<file path="src/rtl/neuron_pkg.sv">
// neuron_pkg: shared widths, membrane type and default neuron constants
package neuron_pkg;
  localparam int DEF_NUM_NEURONS   = 4;
  localparam int ID_W              = 2;
  localparam int DEF_THRESHOLD     = 200;
  localparam int DEF_LEAK_SHIFT    = 2;
  localparam int DEF_REFRACT_TURNS = 2;
  typedef logic [7:0] vmem_t;
  function automatic vmem_t sat_add(vmem_t a, vmem_t b);
    logic [8:0] s;
    s = {1'b0, a} + {1'b0, b};
    return s[8] ? 8'hFF : s[7:0];
  endfunction
endpackage

</file>
<file path="src/rtl/neuron_tdm_scheduler_lif_update.sv">
// lif_update: leak, saturating integrate, threshold and refractory decision for one context
module lif_update
  import neuron_pkg::*;
#(
  parameter int THRESHOLD     = DEF_THRESHOLD,
  parameter int LEAK_SHIFT    = DEF_LEAK_SHIFT,
  parameter int REFRACT_TURNS = DEF_REFRACT_TURNS,
  parameter int REFR_W        = 2
) (
  input  vmem_t             i_v,
  input  vmem_t             i_pending,
  input  logic [REFR_W-1:0] i_refr,
  output vmem_t             o_v,
  output logic [REFR_W-1:0] o_refr,
  output logic              o_spike
);
  vmem_t w_leaked;
  vmem_t w_sum;
  logic  w_refract;
  logic  w_fire;
  // a refractory neuron ignores its input; otherwise leak, integrate and compare
  always_comb begin
    w_leaked  = i_v - (i_v >> LEAK_SHIFT);
    w_sum     = sat_add(w_leaked, i_pending);
    w_refract = i_refr != '0;
    w_fire    = !w_refract && (w_sum >= vmem_t'(THRESHOLD));
    o_v       = (w_refract || w_fire) ? '0 : w_sum;
    o_refr    = w_refract ? i_refr - 1'b1 : w_fire ? REFR_W'(REFRACT_TURNS) : '0;
    o_spike   = w_fire;
  end
endmodule

</file>
<file path="src/rtl/neuron_tdm_scheduler.sv">
// neuron_tdm_scheduler: round-robin LIF neuron contexts fed by a synaptic event port
module neuron_tdm_scheduler
  import neuron_pkg::*;
#(
  parameter int NUM_NEURONS   = DEF_NUM_NEURONS,
  parameter int THRESHOLD     = DEF_THRESHOLD,
  parameter int LEAK_SHIFT    = DEF_LEAK_SHIFT,
  parameter int REFRACT_TURNS = DEF_REFRACT_TURNS
) (
  input  logic                   i_clk,
  input  logic                   i_rst_n,
  input  logic                   i_en,
  input  logic                   i_syn_valid,
  input  logic [ID_W-1:0]        i_syn_id,
  input  vmem_t                  i_syn_in,
  output logic                   o_syn_ready,
  output logic [NUM_NEURONS-1:0] o_spike_out,
  output vmem_t                  o_v_mem_out,
  output logic [ID_W-1:0]        o_v_mem_id
);
  localparam int REFR_W = $clog2(REFRACT_TURNS + 2);
  logic [ID_W-1:0]        r_cur_id;
  vmem_t                  r_pending [NUM_NEURONS];
  vmem_t                  r_v [NUM_NEURONS];
  logic [REFR_W-1:0]      r_refr [NUM_NEURONS];
  logic [NUM_NEURONS-1:0] r_spike;
  vmem_t                  r_v_mem;
  logic [ID_W-1:0]        r_v_id;
  logic                   w_in_range;
  logic                   w_accept;
  vmem_t                  w_pend_sel;
  logic [NUM_NEURONS-1:0] w_add;
  logic [NUM_NEURONS-1:0] w_clr;
  vmem_t                  w_v_next;
  logic [REFR_W-1:0]      w_refr_next;
  logic                   w_fire;
  // event handshake: out-of-range targets are always accepted and dropped
  always_comb begin
    w_in_range  = {1'b0, i_syn_id} < (ID_W + 1)'(NUM_NEURONS);
    w_pend_sel  = w_in_range ? r_pending[i_syn_id] : '0;
    o_syn_ready = w_pend_sel != 8'hFF;
    w_accept    = i_syn_valid && o_syn_ready && w_in_range;
    w_add       = '0;
    w_clr       = '0;
    for (int i = 0; i < NUM_NEURONS; i++) begin
      w_add[i] = w_accept && (i_syn_id == ID_W'(i));
      w_clr[i] = i_en && (r_cur_id == ID_W'(i));
    end
  end
  lif_update #(
    .THRESHOLD    (THRESHOLD),
    .LEAK_SHIFT   (LEAK_SHIFT),
    .REFRACT_TURNS(REFRACT_TURNS),
    .REFR_W       (REFR_W)
  ) u_lif (
    .i_v      (r_v[r_cur_id]),
    .i_pending(r_pending[r_cur_id]),
    .i_refr   (r_refr[r_cur_id]),
    .o_v      (w_v_next),
    .o_refr   (w_refr_next),
    .o_spike  (w_fire)
  );
  // pending accumulators: the slot's clear wins, a same-edge event then starts a fresh sum
  always_ff @(posedge i_clk or negedge i_rst_n) begin
    if (!i_rst_n) begin
      for (int i = 0; i < NUM_NEURONS; i++) r_pending[i] <= '0;
    end else begin
      for (int i = 0; i < NUM_NEURONS; i++)
        r_pending[i] <= w_clr[i] ? (w_add[i] ? i_syn_in : '0)
                                 : (w_add[i] ? sat_add(r_pending[i], i_syn_in) : r_pending[i]);
    end
  end
  // slot counter, neuron state write-back and the registered observation outputs
  always_ff @(posedge i_clk or negedge i_rst_n) begin
    if (!i_rst_n) begin
      r_cur_id <= '0;
      for (int i = 0; i < NUM_NEURONS; i++) begin
        r_v[i]    <= '0;
        r_refr[i] <= '0;
      end
      r_spike <= '0;
      r_v_mem <= '0;
      r_v_id  <= '0;
    end else begin
      r_spike <= (i_en && w_fire) ? NUM_NEURONS'(1) << r_cur_id : '0;
      if (i_en) begin
        r_v[r_cur_id]    <= w_v_next;
        r_refr[r_cur_id] <= w_refr_next;
        r_v_mem          <= w_v_next;
        r_v_id           <= r_cur_id;
        r_cur_id         <= (r_cur_id == ID_W'(NUM_NEURONS - 1)) ? '0 : r_cur_id + 1'b1;
      end
    end
  end
  assign o_spike_out = r_spike;
  assign o_v_mem_out = r_v_mem;
  assign o_v_mem_id  = r_v_id;
endmodule

</file>
<file path="config.mk">
export PLATFORM = sky130hd
export DESIGN_NAME = neuron_tdm_scheduler
export DESIGN_NICKNAME = d
export VERILOG_FILES = /design/src/rtl/neuron_pkg.sv /design/src/rtl/neuron_tdm_scheduler_lif_update.sv /design/src/rtl/neuron_tdm_scheduler.sv
export SDC_FILE = /design/constraint.sdc
export NUM_CORES = 1
export LEC_CHECK = 0
export BUFFER_PORTS_ARGS = -buffer_cell sky130_fd_sc_hd__clkbuf_2
export CAP_MARGIN = 10
export CORE_MARGIN = 2
export CORE_UTILIZATION = 35
export CTS_BUF_LIST = sky130_fd_sc_hd__clkbuf_4 sky130_fd_sc_hd__clkbuf_8 sky130_fd_sc_hd__clkbuf_16
export DETAILED_ROUTE_END_ITERATION = 12
export GPL_TIMING_DRIVEN = 0
export PLACE_DENSITY = 0.49
export SLEW_MARGIN = 40
export SYNTH_ARGS = -nofsm -noshare
export SYNTH_HDL_FRONTEND = slang
export SYNTH_HIERARCHICAL = 1
export SYNTH_SLANG_ARGS = --single-unit
</file>
<file path="constraint.sdc">
create_clock -name i_clk -period 5.65 [get_ports i_clk]
set_input_delay 0.565 -clock i_clk [delete_from_list [all_inputs] [get_ports i_clk]]
set_output_delay 0.565 -clock i_clk [all_outputs]
set_load 0.02 [all_outputs]
</file>
==> results of run 1 <==
## cell type report
class | count | area share
plain buffers | 25 | 0.01694
clock inverters | 7 | 0.008557
repair buffers | 28 | 0.02393
clock buffers | 9 | 0.03144
flip-flops and latches | 88 | 0.3074
inverters | 25 | 0.01310
multi-input cells | 509 | 0.5587
well taps | 229 | 0.03999
## per-stage QoR
| stage | setup WS (ns) | area, µm² | cells |
|---|---|---|---|
| after global placement | 0.2446 | 6830 | 903 |
| after CTS | 0.1396 | 7153 | 920 |
| after detailed placement | 0.1682 | 6867 | 904 |
| final | 0.4007 | 7164 | 920 |
| after floorplan | 1.172 | 6409 | 647 |
| after global routing | 0.1086 | 7164 | 920 |
## metal layers
layer	part of all wire	routed length [µm]	track usage
met3	0.040	728	0.02753
met5	0	0	0
met1	0.51	9192	0.2852
met4	0.012	218	0.04785
met2	0.44	8029	0.2905
## registers in the layout, summed over array words and instances (netlist names)
| register | cells |
|---|---|
| r_refr | 8 |
| r_pending | 32 |
| r_cur_id | 2 |
| o_v_mem_out | 8 |
| r_v | 32 |
| o_spike_out | 4 |
| o_v_mem_id | 2 |
## repair_timing
item                                   in CTS  in global routing
endpoints found under the hold margin       0                  0
setup endpoints to repair                   0                 34
gates resized for setup                     0                  3
## final timing paths
path,from,to,slack (ns)
worst max-delay path,r_cur_id[0],r_refr[3],0.40
worst min-delay path,i_rst_n,o_spike_out[2],0.12
worst max register to register,r_cur_id[0],r_refr[3],0.40
worst min register to register,r_v[7],r_v[7],0.48
max in group asynchronous,i_rst_n,r_v[29],4.94
min in group i_clk,r_v[7],r_v[7],0.48
## critical path, cell delays in order, from the launching register on
cell,delay [ns]
sky130_fd_sc_hd__dfrtp_1,0.47
sky130_fd_sc_hd__buf_2,0.43
sky130_fd_sc_hd__mux4_2,0.65
sky130_fd_sc_hd__inv_1,0.09
sky130_fd_sc_hd__ha_1,0.23
sky130_fd_sc_hd__a21o_1,0.18
sky130_fd_sc_hd__a21oi_1,0.23
sky130_fd_sc_hd__o21bai_1,0.12
sky130_fd_sc_hd__a21oi_1,0.21
sky130_fd_sc_hd__xnor2_1,0.11
sky130_fd_sc_hd__ha_1,0.28
sky130_fd_sc_hd__clkbuf_2,0.18
sky130_fd_sc_hd__inv_1,0.10
sky130_fd_sc_hd__o41ai_2,0.54
sky130_fd_sc_hd__mux2i_2,0.50
sky130_fd_sc_hd__nand2_1,0.18
sky130_fd_sc_hd__o21ai_0,0.43
sky130_fd_sc_hd__mux2_2,0.24
## Yosys cell counts (3+ instances only)
master,number,area share
sky130_fd_sc_hd__mux4_2,18,0.063
sky130_fd_sc_hd__and2_1,3,0.0029
sky130_fd_sc_hd__xnor2_1,13,0.018
sky130_fd_sc_hd__a211oi_1,16,0.019
sky130_fd_sc_hd__o21a_1,10,0.012
sky130_fd_sc_hd__buf_2,9,0.0070
sky130_fd_sc_hd__and3_1,7,0.0068
sky130_fd_sc_hd__a2111oi_0,3,0.0041
sky130_fd_sc_hd__nand3b_1,3,0.0035
sky130_fd_sc_hd__or2_2,5,0.0049
sky130_fd_sc_hd__o21bai_1,3,0.0035
sky130_fd_sc_hd__dfrtp_1,88,0.34
sky130_fd_sc_hd__o31a_1,5,0.0068
sky130_fd_sc_hd__nor2b_1,5,0.0049
sky130_fd_sc_hd__o31ai_1,5,0.0059
sky130_fd_sc_hd__mux2i_1,4,0.0062
sky130_fd_sc_hd__nand3_1,9,0.0070
sky130_fd_sc_hd__o22ai_1,5,0.0049
sky130_fd_sc_hd__nor3b_1,3,0.0035
sky130_fd_sc_hd__o221ai_1,12,0.016
sky130_fd_sc_hd__a21oi_1,48,0.037
sky130_fd_sc_hd__clkbuf_1,13,0.0076
sky130_fd_sc_hd__a21o_1,8,0.0094
sky130_fd_sc_hd__nand2_1,62,0.036
sky130_fd_sc_hd__xor2_1,11,0.015
sky130_fd_sc_hd__o2111ai_1,3,0.0041
sky130_fd_sc_hd__fa_1,6,0.019
sky130_fd_sc_hd__ha_1,50,0.098
sky130_fd_sc_hd__nand4_1,9,0.0088
sky130_fd_sc_hd__inv_1,24,0.014
sky130_fd_sc_hd__nor3_1,27,0.021
sky130_fd_sc_hd__o21ai_0,24,0.019
sky130_fd_sc_hd__nor4_1,4,0.0039
sky130_fd_sc_hd__nor2_1,47,0.028
sky130_fd_sc_hd__mux2_2,40,0.070
sky130_fd_sc_hd__o21ai_2,3,0.0041
## cell families after synthesis
logic type / after synthesis / synth area share
AOI/OAI and AO/OA: 174 / 0.1896
xor gates and xnor gates: 24 / 0.03280
adders and majority gates: 56 / 0.1164
buffers and inverters: 50 / 0.03358
DFF: 88 / 0.3436
muxes: 63 / 0.1439
and+or+nand+nor: 192 / 0.1402
==> results, run 1 <==
- The first global-routing pass estimated 29220 µm of wire.
- The violation count after the first detailed-routing iteration is 429.
- The worst hold margin is 0.1245 ns.
- The number of global-route vias before repair is 5194.
- The count of maximum capacitance violations is 0.
- The clock insertion delay at the later pin of the skew report is 0.35 ns.
- The antenna cell count is 0.
- The tightest min-delay check is of the in2async type.
- In the final routed layout, each cell accounts on average for 19.75 µm.
- The proportion of layout cells with a drive suffix above 1 is 0.1983.
- Entering global routing, the biggest net connects 55 pins.
- TritonCTS built the clock tree.
- Summing all flip-flop and latch instances after layout gives 2202 µm².
- The number of sinks handled by clock tree synthesis is 88.
- The synthesized design contains 0 enable-type register cells.
- The commonest non-fill, non-tap cell in the layout is sky130_fd_sc_hd__dfrtp_1.
- The number of placed I/O pins is 29.
- The maximum clock frequency is 190.5 MHz.
- The start-to-end type of the worst setup path is reg2reg.
- The slew at the pin with the worst max-slew slack is 0.7290 ns.
- The clock arrives with 0.006616 ns of skew.
- The initialized floorplan defines 49 standard-cell rows.
- For the final routed database, the setup TNS stands at 0 ns.
- After technology mapping, the gate count stands at 647.
- Summed over all layers, the routed wires come to 18170 µm.
- The height of the die is 139.3 µm.
- The filler cells instantiated in the layout total 1788.
- The pre-antenna-repair detailed-routing pass consisted of 5 iterations.
- The worst path required time is 5.94 ns.
- After detailed routing, the number of remaining DRC violations is 0.
- The initial antenna violation count is 0.
- The total area of multi-input combinational cells is 4003 µm².
- Counting cells, the worst reg-to-reg path comes to 17.
- For this configuration, the core starts out at a cell density of 0.3568.
- The number of hold buffers added after cts is 0.
- The clock passes through at most 2 buffers.
- Port buffering added 27 buffers.
- After detailed routing, the number of vias per cell comes to 5.716.
- The number of nets in the final layout is 756.
- For this run, asynchronously set or reset flops after synthesis account for 1.000.
- Setup repair after global routing left no endpoint under its margin.
- The post-route antenna net violation count is 0.
- For the worst setup path, the data arrival time is 5.54 ns.
- The number of different library cells in the post-synthesis netlist is 66.
- The final core utilization is 0.3988.
- The clock root buffer master is sky130_fd_sc_hd__clkbuf_16.
- In this run the worst path has a maximum fanout of 10.
- Of the synthesized area, sequential elements account for 0.3436.
- The die span in x is 139.3 µm.
- The clock tree synthesis step divided the H-tree into 3 levels.
- The routed design could run at a clock period as short as 5.249 ns.
- The number of hold violations in the final report is 0.
- The synthesized area per cell is 9.905 µm².
- The run finished with clean final reports.
- STA classifies the critical path endpoint as a register.
- The all-layer global routing usage is 0.1907.
- The area growth from synthesis to final layout is 11.79%.
- In the layout the commonest cells are sky130_fd_sc_hd__dfrtp_1 (88), sky130_fd_sc_hd__nand2_1 (62), sky130_fd_sc_hd__ha_1 (50).
- The overflow left after global routing is 0.
- The number of slew-limit violations in the final report is 0.
- For this run, the leading register cell type out of synthesis is sky130_fd_sc_hd__dfrtp_1.
- In this run the standard cell core region covers 17960 µm².
- The post-CTS clock slew at the launch and capture registers of the worst setup and hold paths is 0.07 ns.
- The HPWL after detailed placement is 13460 µm.
- The synthesized area is 6409 µm².
- Setup violations remaining at the end of the flow were counted as 0.
- The die covers 19410 µm².
- The worst setup path is launched from a register.
- TritonCTS created 9 clock buffers.
- The total setup buffers inserted after CTS is 0.
- The ratio of final minimum period to clock period is 0.9291.
- The placer congestion estimate is 0.8449.
- The Yosys step of the flow raised 6 warnings.
- The routed layout has 5259 vias.
- Headroom to the max-slew limit came out at 0.5140.
- The synthesis-stage register bit count is 88.
- When the netlist entered floorplanning its net count stood at 717.
Power of run 1 is not shown: default switching activity piles up to over one toggle a cycle in this logic, so the estimate is an artifact.
==> run 2, diff against run 1 <==
--- a/config.mk
+++ b/config.mk
@@ -7,12 +7,14 @@
 export LEC_CHECK = 0
 export BUFFER_PORTS_ARGS = -buffer_cell sky130_fd_sc_hd__clkbuf_2
 export CAP_MARGIN = 10
+export CELL_PAD_IN_SITES_DETAIL_PLACEMENT = 0
+export CELL_PAD_IN_SITES_GLOBAL_PLACEMENT = 1
 export CORE_MARGIN = 2
 export CORE_UTILIZATION = 35
 export CTS_BUF_LIST = sky130_fd_sc_hd__clkbuf_4 sky130_fd_sc_hd__clkbuf_8 sky130_fd_sc_hd__clkbuf_16
 export DETAILED_ROUTE_END_ITERATION = 12
 export GPL_TIMING_DRIVEN = 0
-export PLACE_DENSITY = 0.49
+export PLACE_DENSITY = 0.6
 export SLEW_MARGIN = 40
 export SYNTH_ARGS = -nofsm -noshare
 export SYNTH_HDL_FRONTEND = slang
==> results, run 2 (same netlist as run 1, synthesis figures left out) <==
- The port buffer count is 27.
- The area growth from synthesis to final layout is 12.03%.
- The placeable core area is 17960 µm².
- The worst path required time is 5.93 ns.
- The number of slew-limit violations in the final report came to 0.
- In this run, post-CTS hold repair placed 0 buffers.
- The floorplan step defined a die boundary enclosing 19410 µm².
- The final route contains 5303 vias.
- The count of cells in the finished layout, fillers not included, comes to 920.
- The first global-routing pass estimated 29220 µm of wire.
- 29 I/O pins were placed.
- The minimum clock period after layout is 5.293 ns.
- The floorplan step set the die height to 139.3 µm.
- The H-tree depth reported by CTS is 3.
- The pin count of the biggest net entering global routing is 51.
- Counting every sink on the clock net gives 88.
- The instance count after placement with tap cells included is 904.
- Detailed placement finished with a half-perimeter wire length of 13820 µm.
- The longest clock path from root to sink contains 2 buffers.
- The CTS tree is yes.
- The worst setup path is of the reg2reg kind.
- The ratio of final minimum period to clock period is 0.9368.
- The clock insertion delay at the later pin of the skew report is 0.35 ns.
- Setup repair after global routing left no endpoint under its margin.
- The run finished with clean final reports.
- For the pin with the worst max-slew slack, the measured transition is 0.7476 ns.
- The initial antenna violation count is 0.
- The all-layer global routing usage is 0.1915.
- The critical path arrival is 5.58 ns.
- In the routed layout, each cell is associated on average with a via count of 5.764.
- The accumulated negative setup slack is 0 ns.
- On the final layout, the worst clock skew is 0.01302 ns.
- The detailed-router iteration count before antenna repair is 5.
- The largest registers in the layout are r_pending (32), r_v (32).
- The die span in x is 139.3 µm.
- In the layout the commonest cells are sky130_fd_sc_hd__dfrtp_1 (88), sky130_fd_sc_hd__nand2_1 (62), sky130_fd_sc_hd__ha_1 (50).
- The overflow left after global routing is 0.
- The average wire length per cell after detail routing is 19.87 µm.
- The starting density of the core is 0.3568.
- The tool flagged a number of max-cap violations equal to 0.
- Buffers inserted during clock tree synthesis total 9.
- The total setup buffers inserted after CTS is 0.
- The proportion of layout cells with a drive suffix above 1 is 0.1968.
- The post-route worst setup slack is 0.3574 ns.
- The post-route antenna net violation count is 0.
- At the end of routability-driven placement, the weighted congestion stood at 0.8687.
- The maximum clock frequency is 188.9 MHz.
- The type of destination of the critical path is a register.
- The critical path launch point type is a register.
- Of all nets on the critical path, the largest fanout is 10.
- Setup violations remaining at the end of the flow were counted as 0.
- The clock root buffer master is sky130_fd_sc_hd__clkbuf_16.
- Measured against its own limit, the worst slew margin works out to 0.4963.
- The number of hold violations in the final report is 0.
- The number of nets in the final layout is 756.
- The final wirelength is 18280 µm.
- The violation count after the first detailed-routing iteration is 436.
- The class of the worst hold path is in2async.
- The number of global-route vias before repair is 5211.
- After clock tree synthesis, the clock-pin slew on the worst setup and hold paths is 0.07 ns.
- The pre-CTS setup slack is 0.2595 ns.
- The detailed-route DRC error count is 0.
- Once the clock tree was built, the resizer swapped 0 gates to a different size.
- The row count is 49.
- Leaving out fill and tap cells, the most frequent cell in the layout is sky130_fd_sc_hd__dfrtp_1.
- The number of antenna diodes in the final layout is 0.
==> run 2: changes by cell type in the layout (fill, tap and decap cells not counted), sizes merged <==
| cell | delta |
|---|---|
| buf | -1 |
| bufinv | +1 |
| clkbuf | +2 |
| clkinv | +1 |
| clkinvlp | -1 |
| inv | -2 |
==> run 2: cell type report <==
| cell class | count | area (µm²) |
|---|---|---|
| Buffer | 25 | 123.9 |
| Clock buffer | 10 | 232.7 |
| Clock inverter | 6 | 73.82 |
| Fill cell | 1805 | 10780 |
| Inverter | 25 | 93.84 |
| Multi-Input combinational cell | 509 | 3995 |
| Sequential cell | 88 | 2202 |
| Tap cell | 229 | 286.5 |
| Timing Repair Buffer | 28 | 171.4 |
==> run 2: per-stage QoR <==
stage | hold WS, ns | cell area, µm² | utilization
6_report | 0.1318 | 7179 | 0.3997
5_1_grt | 0.1480 | 7179 | 0.3997
4_1_cts | 0.1398 | 7173 | 0.3993
3_5_place_dp | 0.4588 | 6867 | 0.3823
3_3_place_gp | 0.4570 | 6830 | 0.3802
2_1_floorplan | 0.2694 | 6409 | -
==> run 2: worst paths after layout <==
path	startpoint	slack, ns	end	cells after the start
worst max-delay path	r_cur_id[1]	0.36	r_v[15]	18
worst min-delay path	i_rst_n	0.13	r_pending[1]	1
min in group i_clk	r_v[0]	0.47	r_v[0]	2
worst min register to register	r_v[0]	0.47	r_v[0]	2
worst max register to register	r_cur_id[1]	0.36	r_v[15]	18
max in group asynchronous	i_rst_n	4.90	o_spike_out[3]	2
==> run 2: critical path: stages, from the launching register on <==
cell                        delay [ns]
sky130_fd_sc_hd__dfrtp_1          0.41
sky130_fd_sc_hd__clkbuf_1         0.58
sky130_fd_sc_hd__mux4_2           0.46
sky130_fd_sc_hd__ha_1             0.23
sky130_fd_sc_hd__fa_1             0.41
sky130_fd_sc_hd__inv_1            0.07
sky130_fd_sc_hd__a21o_1           0.12
sky130_fd_sc_hd__a21oi_1          0.10
sky130_fd_sc_hd__o21bai_1         0.15
sky130_fd_sc_hd__a21oi_1          0.09
sky130_fd_sc_hd__xnor2_1          0.21
sky130_fd_sc_hd__ha_1             0.33
sky130_fd_sc_hd__a2111oi_0        0.50
sky130_fd_sc_hd__o31a_1           0.27
sky130_fd_sc_hd__or4b_1           0.13
sky130_fd_sc_hd__o31a_1           0.23
sky130_fd_sc_hd__or2b_1           0.29
sky130_fd_sc_hd__a21oi_1          0.38
sky130_fd_sc_hd__mux2_2           0.24
==> run 2: routing by layer <==
metal	track usage	share of wire	vias up	wire length (µm)
met1	0.2850	0.50	2654	9199
met3	0.02787	0.036	26	667
met2	0.2861	0.44	116	7999
li1	-	-	2507	-
met4	0.06273	0.023	0	413
met5	0	0	-	0
Power of run 2 is left out for the same reason.
